### config.mk
export PLATFORM = sky130hd
export DESIGN_NAME = mem_arbiter
export DESIGN_NICKNAME = d
export VERILOG_FILES = /design/src/rtl/mem_pkg.sv /design/src/rtl/mem_lane_align.sv /design/src/rtl/mem_arbiter.sv
export SDC_FILE = /design/constraint.sdc
export NUM_CORES = 1
export LEC_CHECK = 0
export CAP_MARGIN = 5
export CORE_MARGIN = 8
export CORE_UTILIZATION = 42
export CTS_CLUSTER_SIZE = 14
export DETAILED_ROUTE_END_ITERATION = 12
export PLACE_DENSITY_LB_ADDON = 0.25
export REMOVE_ABC_BUFFERS = 1
export SYNTH_ARGS = -nofsm -noshare
export SYNTH_HDL_FRONTEND = slang
export SYNTH_SLANG_ARGS = --single-unit
### constraint.sdc
create_clock -name clk_i -period 6.3 [get_ports clk_i]
set_input_delay 0.63 -clock clk_i [delete_from_list [all_inputs] [get_ports clk_i]]
set_output_delay 0.63 -clock clk_i [all_outputs]
set_load 0.005 [all_outputs]
### src/rtl/mem_pkg.sv
// Shared types for the memory-bus arbiter: access sizes, FSM states, bus owner.
package mem_pkg;

  localparam int MEM_DW = 32;

  typedef enum logic [1:0] {
    BYTE = 2'd0,
    HALF = 2'd1,
    WORD = 2'd2
  } mem_acc_t;

  typedef enum logic [1:0] {
    IDLE = 2'd0,
    REQ  = 2'd1,
    RSP  = 2'd2
  } arb_state_t;

  typedef enum logic {
    OWN_IF = 1'b0,
    OWN_D  = 1'b1
  } arb_owner_t;

  // Zero/sign extend an already right-aligned load value to 32 bits.
  function automatic logic [MEM_DW-1:0] mem_extend(input logic [MEM_DW-1:0] v,
                                                   input logic [1:0]        acc,
                                                   input logic              sext);
    logic [MEM_DW-1:0] r;
    r = v;
    case (acc)
      BYTE:    r = {{24{sext & v[7]}},  v[7:0]};
      HALF:    r = {{16{sext & v[15]}}, v[15:0]};
      default: r = v;
    endcase
    return r;
  endfunction

endpackage

### src/rtl/mem_lane_align.sv
// Byte-lane steering for the data port: byte enables, store replication,
// load shift/extend and misalignment detection. Purely combinational.
module mem_lane_align
  import mem_pkg::*;
(
  input  logic [1:0]        off_i,
  input  logic [1:0]        acc_i,
  input  logic              sext_i,
  input  logic [MEM_DW-1:0] wdata_i,
  input  logic [MEM_DW-1:0] rdata_i,
  output logic [3:0]        be_o,
  output logic [MEM_DW-1:0] wdata_o,
  output logic [MEM_DW-1:0] rdata_o,
  output logic              misalign_o
);

  logic [MEM_DW-1:0] rshift;

  // Store side: byte enables, replicated write data and alignment check.
  always_comb begin
    be_o       = 4'b1111;
    wdata_o    = wdata_i;
    misalign_o = 1'b0;
    case (acc_i)
      BYTE: begin
        be_o    = 4'b0001 << off_i;
        wdata_o = {4{wdata_i[7:0]}};
      end
      HALF: begin
        be_o       = 4'b0011 << {off_i[1], 1'b0};
        wdata_o    = {2{wdata_i[15:0]}};
        misalign_o = off_i[0];
      end
      WORD: begin
        misalign_o = (off_i != 2'b00);
      end
      default: begin
        misalign_o = 1'b1;
      end
    endcase
  end

  // Load side: bring the addressed lane down to bit 0, then extend.
  always_comb begin
    rshift  = rdata_i >> {off_i, 3'b000};
    rdata_o = mem_extend(rshift, acc_i, sext_i);
  end

endmodule

### src/rtl/mem_arbiter.sv
// Fetch/data arbiter for a single-port memory bus with one outstanding
// transaction (IDLE -> REQ -> RSP). Data-port lane steering lives in
// mem_lane_align. Optional MEM_ARB_ROUND_ROBIN_EN replaces the fixed
// data-over-fetch priority with last-granted-loses on ties.
module mem_arbiter
  import mem_pkg::*;
#(
  parameter int AW = 32,
  parameter int DW = 32
) (
  input  logic          clk_i,
  input  logic          rstn_i,
  input  logic          if_req_i,
  input  logic [AW-1:0] if_addr_i,
  output logic          if_gnt_o,
  output logic          if_rvalid_o,
  output logic [DW-1:0] if_rdata_o,
  input  logic          d_req_i,
  input  logic          d_we_i,
  input  logic [AW-1:0] d_addr_i,
  input  logic [1:0]    d_acc_i,
  input  logic          d_sext_i,
  input  logic [DW-1:0] d_wdata_i,
  output logic          d_gnt_o,
  output logic          d_rvalid_o,
  output logic [DW-1:0] d_rdata_o,
  output logic          d_err_o,
  output logic          m_req_o,
  output logic          m_we_o,
  output logic [AW-1:0] m_addr_o,
  output logic [3:0]    m_be_o,
  output logic [DW-1:0] m_wdata_o,
  input  logic          m_gnt_i,
  input  logic          m_rvalid_i,
  input  logic [DW-1:0] m_rdata_i
);

  arb_state_t    state_q, state_d;
  arb_owner_t    owner_q, owner_d;
  logic          we_q, we_d;
  logic [AW-1:0] addr_q, addr_d;   // full byte address; low bits steer the load
  logic [3:0]    be_q, be_d;
  logic [DW-1:0] wdata_q, wdata_d;
  logic [1:0]    acc_q, acc_d;
  logic          sext_q, sext_d;

  logic          arb_en, d_prio, sel_d, sel_if, rsp;
  logic [1:0]    la_off, la_acc;
  logic          la_sext, la_mis;
  logic [3:0]    la_be;
  logic [DW-1:0] la_wdata, la_rdata;

  // In IDLE the aligner sees the live data request; afterwards it sees the
  // registered copy so the response is steered by what was issued.
  always_comb begin
    if (state_q == IDLE) begin
      la_off  = d_addr_i[1:0];
      la_acc  = d_acc_i;
      la_sext = d_sext_i;
    end else begin
      la_off  = addr_q[1:0];
      la_acc  = acc_q;
      la_sext = sext_q;
    end
  end

  mem_lane_align u_align (
    .off_i      (la_off),
    .acc_i      (la_acc),
    .sext_i     (la_sext),
    .wdata_i    (d_wdata_i),
    .rdata_i    (m_rdata_i),
    .be_o       (la_be),
    .wdata_o    (la_wdata),
    .rdata_o    (la_rdata),
    .misalign_o (la_mis)
  );

`ifdef MEM_ARB_ROUND_ROBIN_EN
  arb_owner_t last_q, last_d;

  // On a tie the port that was not granted last wins.
  always_comb begin
    d_prio = (last_q == OWN_IF);
    last_d = last_q;
    if (sel_d)       last_d = OWN_D;
    else if (sel_if) last_d = OWN_IF;
  end

  // Last-granted port; error grants count as grants.
  always_ff @(posedge clk_i or negedge rstn_i) begin
    if (!rstn_i) last_q <= OWN_IF;
    else         last_q <= last_d;
  end
`else
  assign d_prio = 1'b1;
`endif

  // Combinational arbitration; grants are masked while reset is held.
  always_comb begin
    arb_en = (state_q == IDLE) && rstn_i;
    sel_d  = arb_en && d_req_i && (!if_req_i || d_prio);
    sel_if = arb_en && if_req_i && !sel_d;
  end

  // Next-state and request capture for the single outstanding transaction.
  always_comb begin
    state_d = state_q;
    owner_d = owner_q;
    we_d    = we_q;
    addr_d  = addr_q;
    be_d    = be_q;
    wdata_d = wdata_q;
    acc_d   = acc_q;
    sext_d  = sext_q;
    case (state_q)
      IDLE: begin
        if (sel_d && !la_mis) begin
          state_d = REQ;
          owner_d = OWN_D;
          we_d    = d_we_i;
          addr_d  = d_addr_i;
          be_d    = la_be;
          wdata_d = d_we_i ? la_wdata : '0;
          acc_d   = d_acc_i;
          sext_d  = d_sext_i;
        end else if (sel_if) begin
          state_d = REQ;
          owner_d = OWN_IF;
          we_d    = 1'b0;
          addr_d  = if_addr_i;
          be_d    = 4'b1111;
          wdata_d = '0;
          acc_d   = WORD;
          sext_d  = 1'b0;
        end
      end
      REQ: begin
        if (m_gnt_i) state_d = RSP;
      end
      RSP: begin
        if (m_rvalid_i) state_d = IDLE;
      end
      default: state_d = IDLE;
    endcase
  end

  // Transaction registers; reset abandons anything in flight.
  always_ff @(posedge clk_i or negedge rstn_i) begin
    if (!rstn_i) begin
      state_q <= IDLE;
      owner_q <= OWN_IF;
      we_q    <= 1'b0;
      addr_q  <= '0;
      be_q    <= '0;
      wdata_q <= '0;
      acc_q   <= '0;
      sext_q  <= 1'b0;
    end else begin
      state_q <= state_d;
      owner_q <= owner_d;
      we_q    <= we_d;
      addr_q  <= addr_d;
      be_q    <= be_d;
      wdata_q <= wdata_d;
      acc_q   <= acc_d;
      sext_q  <= sext_d;
    end
  end

  // Port-facing outputs; responses pass straight through from m_rvalid_i.
  always_comb begin
    rsp         = (state_q == RSP) && m_rvalid_i;
    if_gnt_o    = sel_if;
    d_gnt_o     = sel_d;
    d_err_o     = sel_d && la_mis;
    if_rvalid_o = rsp && (owner_q == OWN_IF);
    d_rvalid_o  = rsp && (owner_q == OWN_D);
    if_rdata_o  = if_rvalid_o ? m_rdata_i : '0;
    d_rdata_o   = (d_rvalid_o && !we_q) ? la_rdata : '0;
    m_req_o     = (state_q == REQ);
    m_we_o      = we_q;
    m_addr_o    = {addr_q[AW-1:2], 2'b00};
    m_be_o      = be_q;
    m_wdata_o   = wdata_q;
  end

endmodule

==> qor.csv <==
metric;value;unit
Fill cells;929;
Final Skew;0.01124;ns
switching power;1.170;mW
Top Family by Delay on Critical Path;compound AO/OA/AOI/OAI gates;
fin crit period;4.096;ns
starting density of the core;42.43;%
Sw Ratio;38.35;%
internal power;1.881;mW
setup_tns;0;ns
number of global-route vias before repair;4975;
Final WS setup;2.204;ns
Critical Path AT;3.47;ns
Worst Setup End Kind;output port;
post-DP HPWL;14120;um
drt first pass iters;5;
fin crit share;65.01;%
Least-Margin Pin Slew;1.052;ns
CTS max path bufs;2;
status;finished, final reports clean;
post-CTS setup buffer count;0;
first-pass GRT wire length;27350;um
Post-CTS Hold Buffers;0;
fin nets;944;
Yosys reg bits;75;
final count of hold timing violations;0;
H-tree lvl count;3;
cell area after synthesis;4762;um^2
number of DRC markers in iteration 0;387;
Syn Area/Cell;8.154;um^2
static leakage;3.224;nW
placed insts;938;
Ant. Diodes;0;
worst ir drop on vdd;0.2728;mV
clock transition at the registers of the reported paths;0.06;ns
area delta synth->final;60.17;%
Cells after Synth;584;
max incr delay on CP;0.51;ns
Hold WS;0.1543;ns
Worst Path Buf+Inv;2;
Die Area;15000;um^2
Final GP Congestion;0.9489;
Rows;39;
slowest stage cell, crit path;clkdlybuf4s50_1;
non-filler cells, final;954;
prevailing post-synth register cell;dfrtp_1;
Clock Root Buffer;clkbuf_16;
DRC Markers;0;
register area share after synthesis;39.41;%
Hold Path Class;in2async;
Die H;122.5;um
fmax;244.2;MHz
Final Core Density;67.96;%
GRT Residual Overflow;0;
logic gate share of total power;54.1;%
Slew HR;29.65;%
initial antenna violation count;0;
Yosys cell types;47;
Multi-input gate area;2425;um^2
TritonCTS clock tree;done;
DR WL/cell;19.07;um
DIE WIDTH;122.5;um
Final ANT Viol Nets;0;
Post-Place Worst Slack;2.320;ns
CP cell instances;or2_0 -> o21ai_2 -> buf_4 -> nor2_1 -> a211oi_1 -> o21a_2 -> o21a_1 -> clkdlybuf4s50_1;
startpoint types;register;
Slew Viols, Final;0;
Max Fanout on Critical Path;30;
Critical Path RT;5.67;ns
PwrDens;400.0;nW/um^2
via count;5019;
Reg area;1877;um^2
post-cts resize count;0;
Num CTS Buffers;9;
Final setup viols;0;
RSZ-0062 raised after global routing;false;
Synthesis Warnings;0;
Post-synth ARST share;100.0;%
worst skew pair latency;0.33;ns
I/O pins;277;
fraction of layout cells with a size suffix above 1;5.549;%
Reg power frac;28.0;%
share of total power in the clock network;17.8;%
buffers added on ports;274;
Clock Sinks;75;
Total GRT Usage;23.03;%
crit path kind;reg2out;
Via-to-Cell Ratio;5.261;
Core Area;11220;um^2
DRT Wirelength;18190;um
maximum capacitance violations;0;
largest net degree at the start of global routing;63;
Post-synth EDFFs;0;
-- cell type report --
cell class / instances / area share, %
timing repair buffer: 281 / 36.61
clock buffer: 11 / 3.314
clock inverter: 5 / 0.8858
inverter: 9 / 0.4429
multi-input combinational: 430 / 31.79
tap: 143 / 2.346
sequential: 75 / 24.61
-- cell usage after synthesis (2+ instances only) --
cell type | count | area [um^2]
inv_1 | 8 | 30.03
o21a_1 | 8 | 60.06
dfrtp_1 | 75 | 1877
a31oi_1 | 32 | 200.2
a211oi_1 | 9 | 67.56
mux2_2 | 8 | 90.09
o21ai_0 | 35 | 175.2
nand2_2 | 2 | 12.51
nand3_1 | 3 | 15.01
nor2_1 | 60 | 225.2
buf_4 | 39 | 292.8
a2bb2oi_1 | 4 | 35.03
nand4b_1 | 2 | 17.52
a22o_1 | 9 | 78.83
buf_2 | 13 | 65.06
nand2_1 | 126 | 473.0
o22ai_1 | 9 | 56.30
clkbuf_1 | 17 | 63.81
o31ai_1 | 9 | 67.56
o21bai_1 | 2 | 15.01
and2_1 | 36 | 225.2
a21oi_1 | 25 | 125.1
mux2i_1 | 29 | 290.3
-- layer usage --
metal  track usage (%)  wire [um]  vias to the layer above
li1                  -          -                     2424
met1             26.23       7104                     2348
met2             40.01       9026                      225
met3             7.774       1689                       22
met4             7.159        374                        0
met5                 0          0                        -
-- power groups by stage --
stage	clock (mW)	combinational [mW]	sequential, mW
after global routing	0.574	1.80	0.885
after global placement	0	1.62	0.848
after detailed placement	0	1.65	0.859
after floorplan	0	0.795	0.856
final	0.544	1.65	0.855
after CTS	0.552	1.66	0.855
-- worst paths after layout --
kind | from | to | slack [ns] | cells past startpoint
worst max-delay path | state_q[1]$_DFFE_PN0P_ | d_rdata_o[17] | 2.20 | 8
worst min-delay path | rstn_i | state_q[1]$_DFFE_PN0P_ | 0.15 | 1
worst max register to register | state_q[1]$_DFFE_PN0P_ | m_be_o[3]$_DFFE_PN0P_ | 3.38 | 6
worst min register to register | m_wdata_o[21]$_DFFE_PN0P_ | m_wdata_o[21]$_DFFE_PN0P_ | 0.48 | 2
max in group asynchronous | rstn_i | m_wdata_o[2]$_DFFE_PN0P_ | 5.11 | 2
min in group clk_i | m_wdata_o[21]$_DFFE_PN0P_ | m_wdata_o[21]$_DFFE_PN0P_ | 0.48 | 2
-- cell usage in the layout, fill, tap and decap left out, types with 3 or more instances in the layout --
cell type	n
a211oi_1	9
a21oi_1	25
a22o_1	9
a2bb2oi_1	4
a31oi_1	32
and2_1	36
buf_4	8
clkbuf_16	9
clkdlybuf4s50_1	273
dfrtp_1	75
inv_1	8
mux2_2	8
mux2i_1	28
nand2_1	126
nand3_1	3
nor2_1	60
o21a_1	8
o21ai_0	34
o22ai_1	9
o31ai_1	9
-- cells by family after synthesis --
logic type | Yosys count | share of synthesized area (%)
AO/OA/AOI/OAI | 151 | 20.28
buffers and inverters | 80 | 9.905
flip-flops | 75 | 39.41
multiplexers | 37 | 7.987
other | 1 | 0.07875
AND/OR/NAND/NOR | 240 | 22.33
-- worst reg2reg max path, delay by kind of cell, from the launching register on --
family	cells	cell delay [ns]
multiplexers	1	0.44
AND/OR/NAND/NOR	3	1.37
flip-flops	1	0.50
AO/OA/AOI/OAI	2	0.53
-- sequential cells by signal, summed over array words and instances (netlist names) --
name,count
acc_q,2
state_q,2
m_we_o,1
m_be_o,4
sext_q,1
addr_q,32
m_wdata_o,32
owner_q,1
-- through the flow --
stage / total power [mW] / instance area [um^2]
2_1_floorplan: 1.651 / 4328
3_3_place_gp: 2.468 / 7307
3_5_place_dp: 2.514 / 7307
4_1_cts: 3.070 / 7627
5_1_grt: 3.258 / 7627
6_report: 3.051 / 7627
No activity file was read; power rests on OpenSTA's default activity.
